File: src/rtl/stream_sequencer.sv
// Frame sequencer: feeds FRAME_WIDTH x FRAME_HEIGHT pixels into an enable-gated pipeline, then flushes LATENCY steps.
// Latency: out_data is pipe_out passed straight through; the pipeline result appears LATENCY pipe_en steps after its input.
// Backpressure: once primed, a sink stall freezes the pipeline and the source; unprimed steps ignore out_ready.
module stream_sequencer #(
    parameter int FRAME_WIDTH  = 640,
    parameter int FRAME_HEIGHT = 480,
    parameter int PIXEL_SIZE   = 24,
    parameter int LATENCY      = 2*FRAME_WIDTH+2
) (
    input  logic                  clk,
    input  logic                  reset_n,
    input  logic                  start,
    input  logic                  in_valid,
    output logic                  in_ready,
    input  logic [PIXEL_SIZE-1:0] in_data,
    output logic                  pipe_en,
    output logic                  pipe_hsync,
    output logic                  pipe_vsync,
    output logic [PIXEL_SIZE-1:0] pipe_data,
    input  logic [PIXEL_SIZE-1:0] pipe_out,
    output logic                  out_valid,
    input  logic                  out_ready,
    output logic [PIXEL_SIZE-1:0] out_data,
    output logic                  busy,
    output logic                  frame_done
);

    localparam int TOTAL = FRAME_WIDTH * FRAME_HEIGHT;
    localparam int CNT_W = $clog2(TOTAL + LATENCY + 1);
    localparam int COL_W = $clog2(FRAME_WIDTH);
    localparam int ROW_W = $clog2(FRAME_HEIGHT);

    localparam logic [CNT_W-1:0] LAT_CNT     = CNT_W'(LATENCY);
    localparam logic [CNT_W-1:0] STREAM_LAST = CNT_W'(TOTAL - 1);
    localparam logic [CNT_W-1:0] FLUSH_LAST  = CNT_W'(TOTAL + LATENCY - 1);
    localparam logic [COL_W-1:0] COL_LAST    = COL_W'(FRAME_WIDTH - 1);
    localparam logic [ROW_W-1:0] ROW_LAST    = ROW_W'(FRAME_HEIGHT - 1);

    typedef enum logic [1:0] {IDLE, STREAM, FLUSH, DONE} state_t;

    state_t           state;
    logic [CNT_W-1:0] issued;
    logic [COL_W-1:0] col;
    logic [ROW_W-1:0] row;

    logic in_stream;
    logic in_flush;
    logic primed;
    logic can_advance;
    logic step;
    logic row_end;

    assign in_stream   = (state == STREAM);
    assign in_flush    = (state == FLUSH);
    assign primed      = (issued >= LAT_CNT);
    // Until the pipeline holds LATENCY pixels nothing valid reaches the sink, so its ready is irrelevant.
    assign can_advance = !primed || out_ready;
    assign step        = (in_stream && in_valid && can_advance) || (in_flush && can_advance);
    assign row_end     = (col == COL_LAST);

    assign in_ready   = in_stream && can_advance;
    assign pipe_en    = step;
    assign pipe_data  = in_stream ? in_data : '0;
    assign pipe_hsync = in_stream && step && row_end && (row != ROW_LAST);
    assign pipe_vsync = in_stream && step && row_end && (row == ROW_LAST);
    assign out_valid  = primed && ((in_stream && in_valid) || in_flush);
    assign out_data   = pipe_out;
    assign busy       = (state != IDLE);
    assign frame_done = (state == DONE);

    always_ff @(posedge clk or negedge reset_n) begin
        if (!reset_n) begin
            state  <= IDLE;
            issued <= '0;
            col    <= '0;
            row    <= '0;
        end else begin
            case (state)
                IDLE: begin
                    if (start) begin
                        state  <= STREAM;
                        issued <= '0;
                        col    <= '0;
                        row    <= '0;
                    end
                end
                STREAM: begin
                    if (step) begin
                        issued <= issued + 1'b1;
                        if (row_end) begin
                            col <= '0;
                            row <= (row == ROW_LAST) ? '0 : row + 1'b1;
                        end else begin
                            col <= col + 1'b1;
                        end
                        if (issued == STREAM_LAST) state <= FLUSH;
                    end
                end
                FLUSH: begin
                    if (step) begin
                        issued <= issued + 1'b1;
                        if (issued == FLUSH_LAST) state <= DONE;
                    end
                end
                default: state <= IDLE;
            endcase
        end
    end

endmodule

File: config.mk
export PLATFORM = sky130hd
export DESIGN_NAME = stream_sequencer
export DESIGN_NICKNAME = d
export VERILOG_FILES = /design/src/rtl/stream_sequencer.sv
export SDC_FILE = /design/constraint.sdc
export NUM_CORES = 1
export LEC_CHECK = 0
export CORE_AREA = 2 2 86 88
export CTS_CLUSTER_SIZE = 10
export DETAILED_ROUTE_END_ITERATION = 8
export DIE_AREA = 0 0 88 90
export PLACE_DENSITY = 0.76
export SLEW_MARGIN = 30
export SYNTH_ARGS = -nofsm -noshare
export SYNTH_HDL_FRONTEND = slang
export SYNTH_SLANG_ARGS = --single-unit
File: constraint.sdc
create_clock -name clk -period 3.3 [get_ports clk]
set_clock_uncertainty 0.2 [all_clocks]
set_input_delay 0.33 -clock clk [delete_from_list [all_inputs] [get_ports clk]]
set_output_delay 0.33 -clock clk [all_outputs]
set_load 0.03 [all_outputs]
==> Word-level counts from Yosys, hierarchy flattened <==
Index checks and enable logic that the tools add are counted.
{ "totals": {"in_bits": 53, "ff_bits": 40, "out_inout_bits": 55, "wordCells": 64} }
{ "classes": {"magnitude_cmp": 1, "mux": 19, "eq_ne": 15, "addsub": 3, "reduce_logical": 22} }
{ "op_table": {"columns": ["cell", "count"], "rows": [
  ["$eq 19x19->1 const B", 2],
  ["$mux 19", 2],
  ["$pmux 19 s2", 1],
  ["$mux 9", 4],
  ["$mux 10", 3],
  ["$mux 24", 1],
  ["$pmux 10 s2", 1],
  ["$add 19x1->19 const B", 1],
  ["$ge 19x11->1 const B", 1],
  ["$pmux 9 s2", 1],
  ["$ne 2x1->1 const B", 6],
  ["$add 10x1->10 const B", 1],
  ["$eq 10x10->1 const B", 1],
  ["$mux 2", 5],
  ["$add 9x1->9 const B", 1],
  ["$eq 9x9->1 const B", 1],
  ["$logic_and 1x1->1", 9],
  ["$ne 9x9->1 const B", 1],
  ["$pmux 2 s3", 1],
  ["$reduce_and 3->1", 2],
  ["$reduce_bool 2->1", 3],
  ["$reduce_and 5->1", 1],
  ["$eq 2x2->1 const B", 2],
  ["$reduce_and 4->1", 1],
  ["other kinds (6)", 8]
]} }

==> Longest topological paths before layout <==
Gate-level depths: netlist of the first run.
{ "logic_depth": {"depth_word": 8, "ltp_mapped": 10, "mapped_depth_nobuf": 8} }

==> Least setup slack after synthesis of the first run <==
OpenSTA, ideal clock, no wires.
{ "synth_path": {"path_kind": "register to output", "from": "register col[0]", "to": "output pipe_vsync", "path_buffers": 1, "stages_incl_launch_ff": 7, "arrival_time_ns": 2.321, "slack_ns": 0.449, "t_required_ns": 2.770, "cell_sequence": "dfrtp_1 -> ha_1 -> nand3_1 -> nor4_1 -> or3b_1 -> buf_2 -> nor3_1"} }
{ "synth_via": {"elab_chain_cells": 3} }
{ "synth_rtl": {"columns": ["item", "line", "text"], "rows": [
  ["start: declaration", "43", "logic [COL_W-1:0] col;"],
  ["start signal: assignment", "94", "col <= col + 1'b1;"],
  ["$eq 10x10->1", "59", "assign row_end = (col == COL_LAST);"],
  ["$logic_and 1x1->1 (2 in series)", "65", "assign pipe_vsync = in_stream && step && row_end && (row == ROW_LAST);"],
  ["end: declaration", "18", "output logic pipe_vsync,"]
]} }
No other way between the ends.

==> Worst setup path after layout of the first run <==
{ "layout_path": {"from": "register issued[13]", "to": "output pipe_hsync"} }
{ "layout_via": {"elab_chain_cells": 8, "elab_cells_between_ends": 9, "classes_between": "order compare (1); reduce/logical (8)"} }
{ "layout_rtl": {"columns": ["item", "line", "text"], "rows": [
  ["start: declaration", "42", "logic [CNT_W-1:0] issued;"],
  ["start signal: assignment", "89", "issued <= issued + 1'b1;"],
  ["start signal: assignment", "101", "issued <= issued + 1'b1;"],
  ["$ge 19x11->1 (*)", "55", "assign primed = (issued >= LAT_CNT);"],
  ["$logic_not 1->1 (*)", "57", "assign can_advance = !primed || out_ready;"],
  ["$logic_or 1x1->1 (*)", "57", null],
  ["$logic_and 1x1->1", "58", "assign step = (in_stream && in_valid && can_advance) || (in_flush && can_advance);"],
  ["$logic_or 1x1->1 (*)", "58", null],
  ["$logic_and 1x1->1 (*) (3 in series)", "64", "assign pipe_hsync = in_stream && step && row_end && (row != ROW_LAST);"],
  ["end: declaration", "17", "output logic pipe_hsync,"]
]} }
Mark *: on every way between the ends. The rest lies on a longest branch, timed or not.

==> impl_results.md, run 1 <==
- Core area: approximately 0.007 mm2
- TNS Setup: 0 ns
- Max cap viols: 0
- Largest net degree at the start of global routing: 41
- DRC Markers: 0
- Startpoint Class: register
- Count of different cell masters after synthesis: 53
- Die ar.: a little under 0.008 mm2
- Resize count post-CTS: 0
- Area leader, netlist: dfrtp_1
- Power, Total: 1.21 mW
- Routability cong.: 0.818
- Slew HR: 0.539
- Grt met2 use: 0.304
- Hold Path Class: in -> async
- Sequential area share after synthesis: 0.346
- Worst-path fanout max: 11
- GRT overflow: 0
- Layout Nets: between 400 and 500
- CTS Buf Count: 5
- Drt first pass iters: 5
- Mean post-synth cell area: about 8.5 um2
- CTS root buffer: clkbuf_8
- Initial DRC Count: 139
- Final count of negative-setup-slack endpoints: 0
- Max stage delay on crit path: roughly 0.57 ns
- Boundary pin count: roughly 110
- Fin crit share: 0.952
- Routed Wire Length: roughly 7000 um
- Post-route minimum period: 3.14 ns
- Async SR Flop Fraction: 1.00
- Class of the most critical setup path: reg -> out
- Rows: 31
- Max clock buf depth: 2
- Layout cell share with drive strength beyond 1: 0.0880
- Antenna diodes: 0
- IO Port Bufs: 59
- Top_reg_cell synth: dfrtp_1
- Tot GR Track Use: 0.173
- Wire per inst: 14.4 um
- Depth of the CTS H-tree: 2
- Die width: 88 um
- Final Hold Viols: 0
- Worst path bufs/invs: 3
- Ys Warns: 0
- GR Util met3: 0.0367
- EDFF count, synth: 0
- Initial Utilization: 0.412
- Yosys reg bits: 40
- Vias in the first global route: about 2,400
- Fin util: 0.500
- Vias: ~2,600
- Status: complete, no violations
- Mapped cell area: roughly 0.0029 mm2
- Post-Place Cells: roughly 470
- Worst endpoint required time: 2.77 ns
- Post-DP HPWL: around 5100 um
- Crit-path cells: or4_4 > nor2_4 > a31oi_2 > buf_4 > or2_2 > inv_1 > and3_1 > buf_4
- Grt peak-use layer: met2
- Syn Inst Count: between 300 and 400
- PD cells: approximately 340 mW/mm2
- DP Area: around 0.0034 mm2
- Clk slew on worst S/H paths: about 0.08 ns
- WP data arrival: between 2 and 3 ns
- Via density: approximately 5.4
- Fin area: between 0.003 and 0.004 mm2
- Worst ir drop on vdd: between 0.0002 and 0.00025 V
- Slowest cell on the critical path: or4_4
- Worst path top cell family by delay: simple AND/OR/NAND/NOR gates
- Worst Tran Pin Value: a little under 0.7 ns
- CTS tree: yes
- Slew Viols, Final: 0
- Clk_lat worst skew: about 0.30 ns
- Cell Count, Final, Fillers Out: 474
- Routed Antenna Nets: 0
- Crit. End Element: output port
- DIE HEIGHT: approximately 90 um
- Area contributors post-synth: dfrtp_1 (35%), buf_4 (6.2%), and2_1 (6.1%)
- Mapped Nets: between 400 and 500
- Synth top area share: 0.346
- Clock sink total: 40
- Antenna violations before repair: 0
- Max Freq: 318 MHz
- Syn-to-layout area delta: 21.2%
- First-pass GRT wire length: roughly 11,000 um
- Grt met1 use: 0.211
- Top cell by count, worst path: buf_4
- P_leak: 1.44 nW
- Unrepaired setup endpoints after global routing: false
final cells by class:
| class | instances | area [um2] |
|---|---|---|
| fillers | 645 | 3510 |
| multi-input cells | 249 | 1600 |
| flip-flops and latches | 40 | 1000 |
| repair buffers | 68 | 651 |
| well taps | 99 | 124 |
| clock buffers | 6 | 82.6 |
| inverters | 10 | 37.5 |
| clock inverters | 2 | 10.0 |
layout by cell type (no fill, tap or decap), drive strengths merged, types with 3 or more instances in the layout:
cell type,instances
clkdlybuf4s50,55
dfrtp,40
nor2,34
and2,28
nand2,24
nand3,19
o21ai,16
xnor2,14
buf,12
inv,10
nor3,10
nor4,10
ha,9
and3,7
a21o,6
o31ai,6
clkbuf,6
a21oi,5
nand2b,5
nand4,5
or4,5
nor3b,4
and4,3
nor2b,3
or3,3
mux2,3
a22o,3
a31oi,3
per-stage QoR:
stage               worst slack (ns)  hold WS, ns
floorplan                      0.449       -0.166
global placement               0.538        0.298
detailed placement             0.499        0.305
CTS                            0.155        0.328
global route                  0.0354        0.364
finish                         0.160        0.326
state kept, by name, summed over array words and instances, names as in the netlist:
signal  cells
col        10
issued     19
row         9
state       2
synthesized netlist by cell type (all sizes together) (2+ instances only):
cell type / instances
dfrtp: 40
nor2: 34
and2: 28
buf: 28
nand2: 24
nand3: 19
o21ai: 16
xnor2: 14
clkbuf: 12
inv: 10
nor3: 10
nor4: 10
ha: 9
and3: 7
a21o: 6
o31ai: 6
a21oi: 5
nand2b: 5
nand4: 5
or4: 5
nor3b: 4
a22o: 3
a31oi: 3
and4: 3
mux2: 3
nor2b: 3
or3: 3
a31o: 2
mux2i: 2
nor4b: 2
o211ai: 2
o21a: 2
o41ai: 2
per-layer routing:
| metal | vias up | part of all wire | routed length, um |
|---|---|---|---|
| li1 | 1239 | - | - |
| met1 | 1222 | 0.41 | 2800 |
| met2 | 101 | 0.50 | 3400 |
| met3 | 8 | 0.083 | 564 |
| met4 | 0 | 0.0095 | 65 |
| met5 | - | 0 | 0 |
repair_timing:
item | in CTS | in global routing
hold buffers | 1 | 0
buffers inserted | 0 | 0
hold endpoints to repair | 40 | 0
where the power goes:
part	switching [mW]	leakage, nW	internal, mW
sequential	0.0636	0.513	0.537
clock	0.177	0.0510	0.167
combinational	0.131	0.871	0.132
total	0.371	1.44	0.836
path summary, 6_finish.rpt:
| check | from | depth (start not counted) | slack [ns] | end |
|---|---|---|---|---|
| worst max register to register | issued[13] | 7 | 0.48 | issued[13] |
| worst min register to register | col[0] | 1 | 0.33 | col[0] |
| min in group clk | col[0] | 1 | 0.33 | col[0] |
| worst max-delay path | issued[13] | 8 | 0.16 | pipe_hsync |
| worst min-delay path | reset_n | 2 | 0.33 | issued[8] |
| max in group asynchronous | reset_n | 2 | 2.21 | issued[16] |
cell families after synthesis:
family / Yosys count / synth area share
AOI/OAI and AO/OA: 54 / 0.131
adders and majority gates: 9 / 0.0389
buffers and inverters: 50 / 0.100
xor gates and xnor gates: 15 / 0.0454
DFF: 40 / 0.346
and+or+nand+nor: 166 / 0.320
muxes: 5 / 0.0186
Power figures use the tool's default switching activity.
==> run 2, diff against run 1 <==
Settings changed: DONT_BUFFER_PORTS from default to 1, PLACE_DENSITY 0.76 to default, SLEW_MARGIN 30 to 20.
==> run 2 against run 1 <==
Die area did not move. Critical path depth rose by 1. Largest cell class unchanged. Design area down 15%. Maximum frequency increased by 0.57%. Highest routed layer unchanged. First-iteration DRC count decreased by 24%. Sequential power is essentially flat. Non-clock buffer count shrank 54. Hold slack worse by 0.066 ns.
==> impl_results.md, run 2 (same netlist as run 1, synthesis figures left out) <==
- Depth of the CTS H-tree: 2
- Unrepaired setup endpoints after global routing: false
- Class of the most critical setup path: reg -> out
- WP data arrival: around 2.6 ns
- Initial Utilization: 0.412
- Worst ir drop on vdd: about 0.00016 V
- Clock sink total: 40
- Post-route minimum period: ~3.1 ns
- Hold Path Sink: issued[1]
- Largest net degree at the start of global routing: just over 40
- Worst flop-to-flop path endpoint: row[8]
- Via density: ~5.5
- Die ar.: just under 0.008 mm2
- Vias: between 2,000 and 2,500
- Post-CTS setup buffer count: 0
- Slew HR: 0.618
- Max Freq: around 320 MHz
- Crit. End Element: output port
- Routability cong.: ~0.83
- Max stage delay on crit path: 0.47 ns
- Routed Wire Length: a little under 7000 um
- Most common cell after layout, fill and taps aside: dfrtp_1
- DP Area: about 0.0029 mm2
- Worst Tran Pin Value: ~0.57 ns
- Routed Antenna Nets: 0
- Core area: 0.00702 mm2
- Post-DP HPWL: between 4000 and 5000 um
- Post-Place Cells: just over 400
- Layout cell share with drive strength beyond 1: 0.112
- Final count of negative-setup-slack endpoints: 0
- Crit-path cells: inv_1 > ha_1 > nand2b_1 > a31o_2 > a31oi_2 > or2_2 > clkinvlp_4 > and3_1 > buf_4
- Syn-to-layout area delta: 2.98%
- R2R cell count: 6
- Boundary pin count: 108
- Max FFs per register: 19
- Wire length on met2: about 3400 um
- DIE HEIGHT: roughly 90 um
- Largest regs: issued (19), col (10), row (9)
- Initial DRC Count: approximately 110
- Reg-to-reg startpoint: issued[13]
- CTS tree: yes
- TNS Setup: 0 ns
- Vias in the first global route: roughly 2,100
- Biggest register: issued
- Worst-path fanout max: 11
- IO Port Bufs: 0
- Highest routed layer: met4
- Worst hold start: start
- CTS root buffer: clkbuf_8
- Final Hold Viols: 0
- Fin area: slightly below 0.003 mm2
- Met3 Wirelength: 354 um
- Cell Count, Final, Fillers Out: 420
- Clk_lat worst skew: approximately 0.30 ns
- Antenna diodes: 0
- Rows: 31
- PD cells: roughly 380 mW/mm2
- Slew Viols, Final: 0
- Drt first pass iters: 4
- Wire per inst: approximately 16 um
- DRT met1 WL: 2880 um
- Fin crit share: 0.946
- Max clock buf depth: 2
- Hold Path Class: in -> reg
- Tot GR Track Use: 0.172
- Commonest non-fill, non-tap cells in the layout: dfrtp_1 (40), nor2_1 (33), and2_1 (28)
- Die width: approximately 88 um
- Startpoint Class: register
- Reg-to-reg slack, setup: ~0.57 ns
- Status: complete, no violations
- GRT overflow: 0
- Slowest cell on the critical path: dfrtp_1
- Hold path cells: 2
- Layout Nets: 382
- First-pass GRT wire length: 10,800 um
- Antenna violations before repair: 0
- DRC Markers: 0
- Max cap viols: 0
- Clk slew on worst S/H paths: around 0.080 ns
- CTS Buf Count: 5
- Worst endpoint required time: roughly 2.8 ns
- P_leak: between 1 and 1.5 nW
-- run 2: metal layers --
metal | track usage | up-vias
met2 | 0.292 | 87
met4 | 0.0564 | 0
met5 | 0 | -
li1 | - | 1130
met1 | 0.217 | 1084
met3 | 0.0340 | 13
-- run 2: cell type report --
class	instances	area, um2
Sequential cell	40	1000
Timing Repair Buffer	14	120
Tap cell	99	124
Inverter	10	41.3
Fill cell	690	4040
Clock buffer	5	68.8
Clock inverter	3	18.8
Multi-Input combinational cell	249	1610
-- run 2: where the power goes --
part | switching [mW] | leakage (nW) | internal (mW)
Clock | 0.183 | 0.0479 | 0.147
Combinational | 0.122 | 0.658 | 0.0795
Sequential | 0.0646 | 0.513 | 0.537
-- run 2: critical path: cells and delay by family (launching register included) --
family,cells,cell delay (ns)
buf+inv,3,0.48
flops,1,0.47
compound gates,2,0.67
simple gates,3,0.52
fa+ha+maj,1,0.15
-- run 2: worst max-delay path by stage --
stage,to,cells past startpoint,startpoint
finish,pipe_hsync,9,issued[0]
global route,pipe_hsync,9,issued[0]
CTS,pipe_hsync,7,issued[13]
detailed placement,pipe_hsync,7,issued[13]
global placement,pipe_hsync,7,issued[13]
floorplan,pipe_vsync,6,col[0]
-- run 2: stage by stage --
stage | hold WS (ns) | util | setup slack (ns) | power [mW]
2_1_floorplan | -0.166 | - | 0.449 | 0.810
3_3_place_gp | -0.163 | 0.407 | 0.472 | 0.797
3_5_place_dp | -0.163 | 0.407 | 0.460 | 0.797
4_1_cts | 0.248 | 0.423 | 0.128 | 1.15
5_1_grt | 0.283 | 0.425 | 0.0280 | 1.20
6_report | 0.260 | 0.425 | 0.178 | 1.13
-- run 2: timing repair --
action,in CTS,in global routing
endpoints found under the hold margin,40,0
endpoints found under the setup margin,0,1
resized for setup,0,2
hold buffers,2,0
==> run 3, diff against run 2 <==
Clock period 3.3 ns to 3.55 ns, I/O delays scaled along.
==> run 3 against run 2 <==
Clock power is 6.3% lower. Power is 6.9% lower. Non-clock buffer count is 3 lower. Sequential power is 7.0% lower. Utilization is 0.43 points lower. Final cell count is 0.71% lower. Die area stayed put. Critical path type unchanged. Critical endpoint unchanged. Highest routed layer unchanged.
==> impl_results.md, run 3 (same netlist as run 1, synthesis figures left out) <==
- PD cells: between 300 and 400 mW/mm2
- Setup ws final: about 0.32 ns
- Worst ir drop on vdd: 0.000176 V
- Antenna violations before repair: 0
- Fill count: 690
- CTS tree: yes
- Post-CTS setup buffer count: 0
- Biggest register: issued
- TNS Setup: 0 ns
- Most common cell after layout, fill and taps aside: dfrtp_1
- P_leak: 1.21 nW
- Worst flop-to-flop path endpoint: issued[16]
- Largest regs: issued (19), col (10), row (9)
- Resize count post-CTS: 0
- R2R cell count: 8
- Crit-path cells: or4_4 > nor2_4 > a31oi_2 > or2_2 > inv_1 > and3_1 > buf_4
- Worst path top cell family by delay: simple AND/OR/NAND/NOR gates
- Area of the multi-input gates: approximately 0.0016 mm2
- Max stage delay on crit path: between 0.5 and 0.6 ns
- Post-route minimum period: about 3.2 ns
- FF/Latch Area: ~0.001 mm2
- Slowest cell on the critical path: or4_4
- Layout cell share with drive strength beyond 1: 0.0975
- Unrepaired setup endpoints after global routing: false
- Tot GR Track Use: 0.178
- Final Hold Viols: 0
- Worst path bufs/invs: 2
- Routed Wire Length: roughly 6700 um
- Hold Path Class: in -> reg
- Depth of the CTS H-tree: 2
- Slew HR: 0.374
- CTS root buffer: clkbuf_8
- Commonest non-fill, non-tap cells in the layout: dfrtp_1 (40), nor2_1 (33), and2_1 (28)
- Hold Path Sink: issued[1]
- Syn-to-layout area delta: 1.95%
- Crit. End Element: output port
- Max FFs per register: 19
- Post-DP HPWL: between 4000 and 5000 um
- Core area: roughly 0.0070 mm2
- Initial DRC Count: between 80 and 90
- Routability cong.: around 0.83
- DIE HEIGHT: 90 um
- Clk slew on worst S/H paths: roughly 0.080 ns
- Routed Antenna Nets: 0
- Status: complete, no violations
- Worst-path fanout max: 10
- IO Port Bufs: 0
- Reg-to-reg slack, setup: about 0.6 ns
- Die width: slightly below 90 um
- Fin crit share: 0.910
- First-pass GRT wire length: between 10,000 and 15,000 um
- Vias: about 2,300
- CTS Buf Count: 5
- Worst Tran Pin Value: between 0.9 and 1 ns
- Class of the most critical setup path: reg -> out
- WP data arrival: approximately 2.7 ns
- Boundary pin count: roughly 110
- Layout Nets: ~380
- Vias in the first global route: approximately 2,300
- Final count of negative-setup-slack endpoints: 0
- Rows: 31
- GRT overflow: 0
- Max clock buf depth: 2
- Hold slack: about 0.27 ns
- Max Freq: about 310 MHz
- Fin util: 0.420
- Drt first pass iters: 4
- Hold path cells: 2
- Worst slack, placed: around 0.59 ns
- Die ar.: between 0.007 and 0.008 mm2
- Via density: 5.58
- Reg-to-reg startpoint: state[0]
- Antenna diodes: 0
- Wire per inst: between 15 and 20 um
- Clock sink total: 40
- Max cap viols: 0
- Largest net degree at the start of global routing: slightly above 40
- Worst endpoint required time: 2.99 ns
- Startpoint Class: register
- Slew Viols, Final: 0
- Clk_lat worst skew: around 0.30 ns
- Post-Place Cells: roughly 410
- Initial Utilization: 0.412
- DRC Markers: 0
- Worst hold start: start
- Cell Count, Final, Fillers Out: 417
## run 3: layer usage
metal | GRT usage | wire length [um]
met1 | 0.211 | 2760
met2 | 0.314 | 3500
met3 | 0.0358 | 359
met4 | 0.0577 | 88
met5 | 0 | 0
## run 3: final cells by class
class | count | share of cell area
multi-input cells | 249 | 0.543
clock inverters | 3 | 0.00636
flip-flops and latches | 40 | 0.339
well taps | 99 | 0.0420
clock buffers | 5 | 0.0233
repair buffers | 11 | 0.0331
inverters | 10 | 0.0127
## run 3: worst max path at each step
stage / from / endpoint / slack [ns] / cells past startpoint
after global placement: state[0] / issued[16] / 0.67 / 8
after floorplan: col[0] / pipe_vsync / 0.67 / 6
final: issued[13] / pipe_hsync / 0.32 / 7
after global routing: col[1] / pipe_vsync / 0.15 / 6
after detailed placement: state[0] / issued[16] / 0.59 / 8
after CTS: issued[13] / pipe_hsync / 0.33 / 7
## run 3: report_power, final
| group | total, mW | leakage (nW) | switching, mW | internal (mW) |
|---|---|---|---|---|
| Sequential | 0.560 | 0.513 | 0.0606 | 0.499 |
| Combinational | 0.186 | 0.651 | 0.113 | 0.0727 |
| Clock | 0.310 | 0.0479 | 0.172 | 0.137 |
| Total | 1.06 | 1.21 | 0.346 | 0.709 |
## run 3: what timing repair did
action / CTS / global route
hold buffers: 2 / 0
endpoints found under the setup margin: 0 / 0
endpoints found under the hold margin: 40 / 0
## run 3: stage by stage
stage	cell area, um2	power, mW
floorplan	2890	0.753
global placement	2830	0.737
detailed placement	2830	0.741
CTS	2950	1.07
global route	2950	1.12
finish	2950	1.06
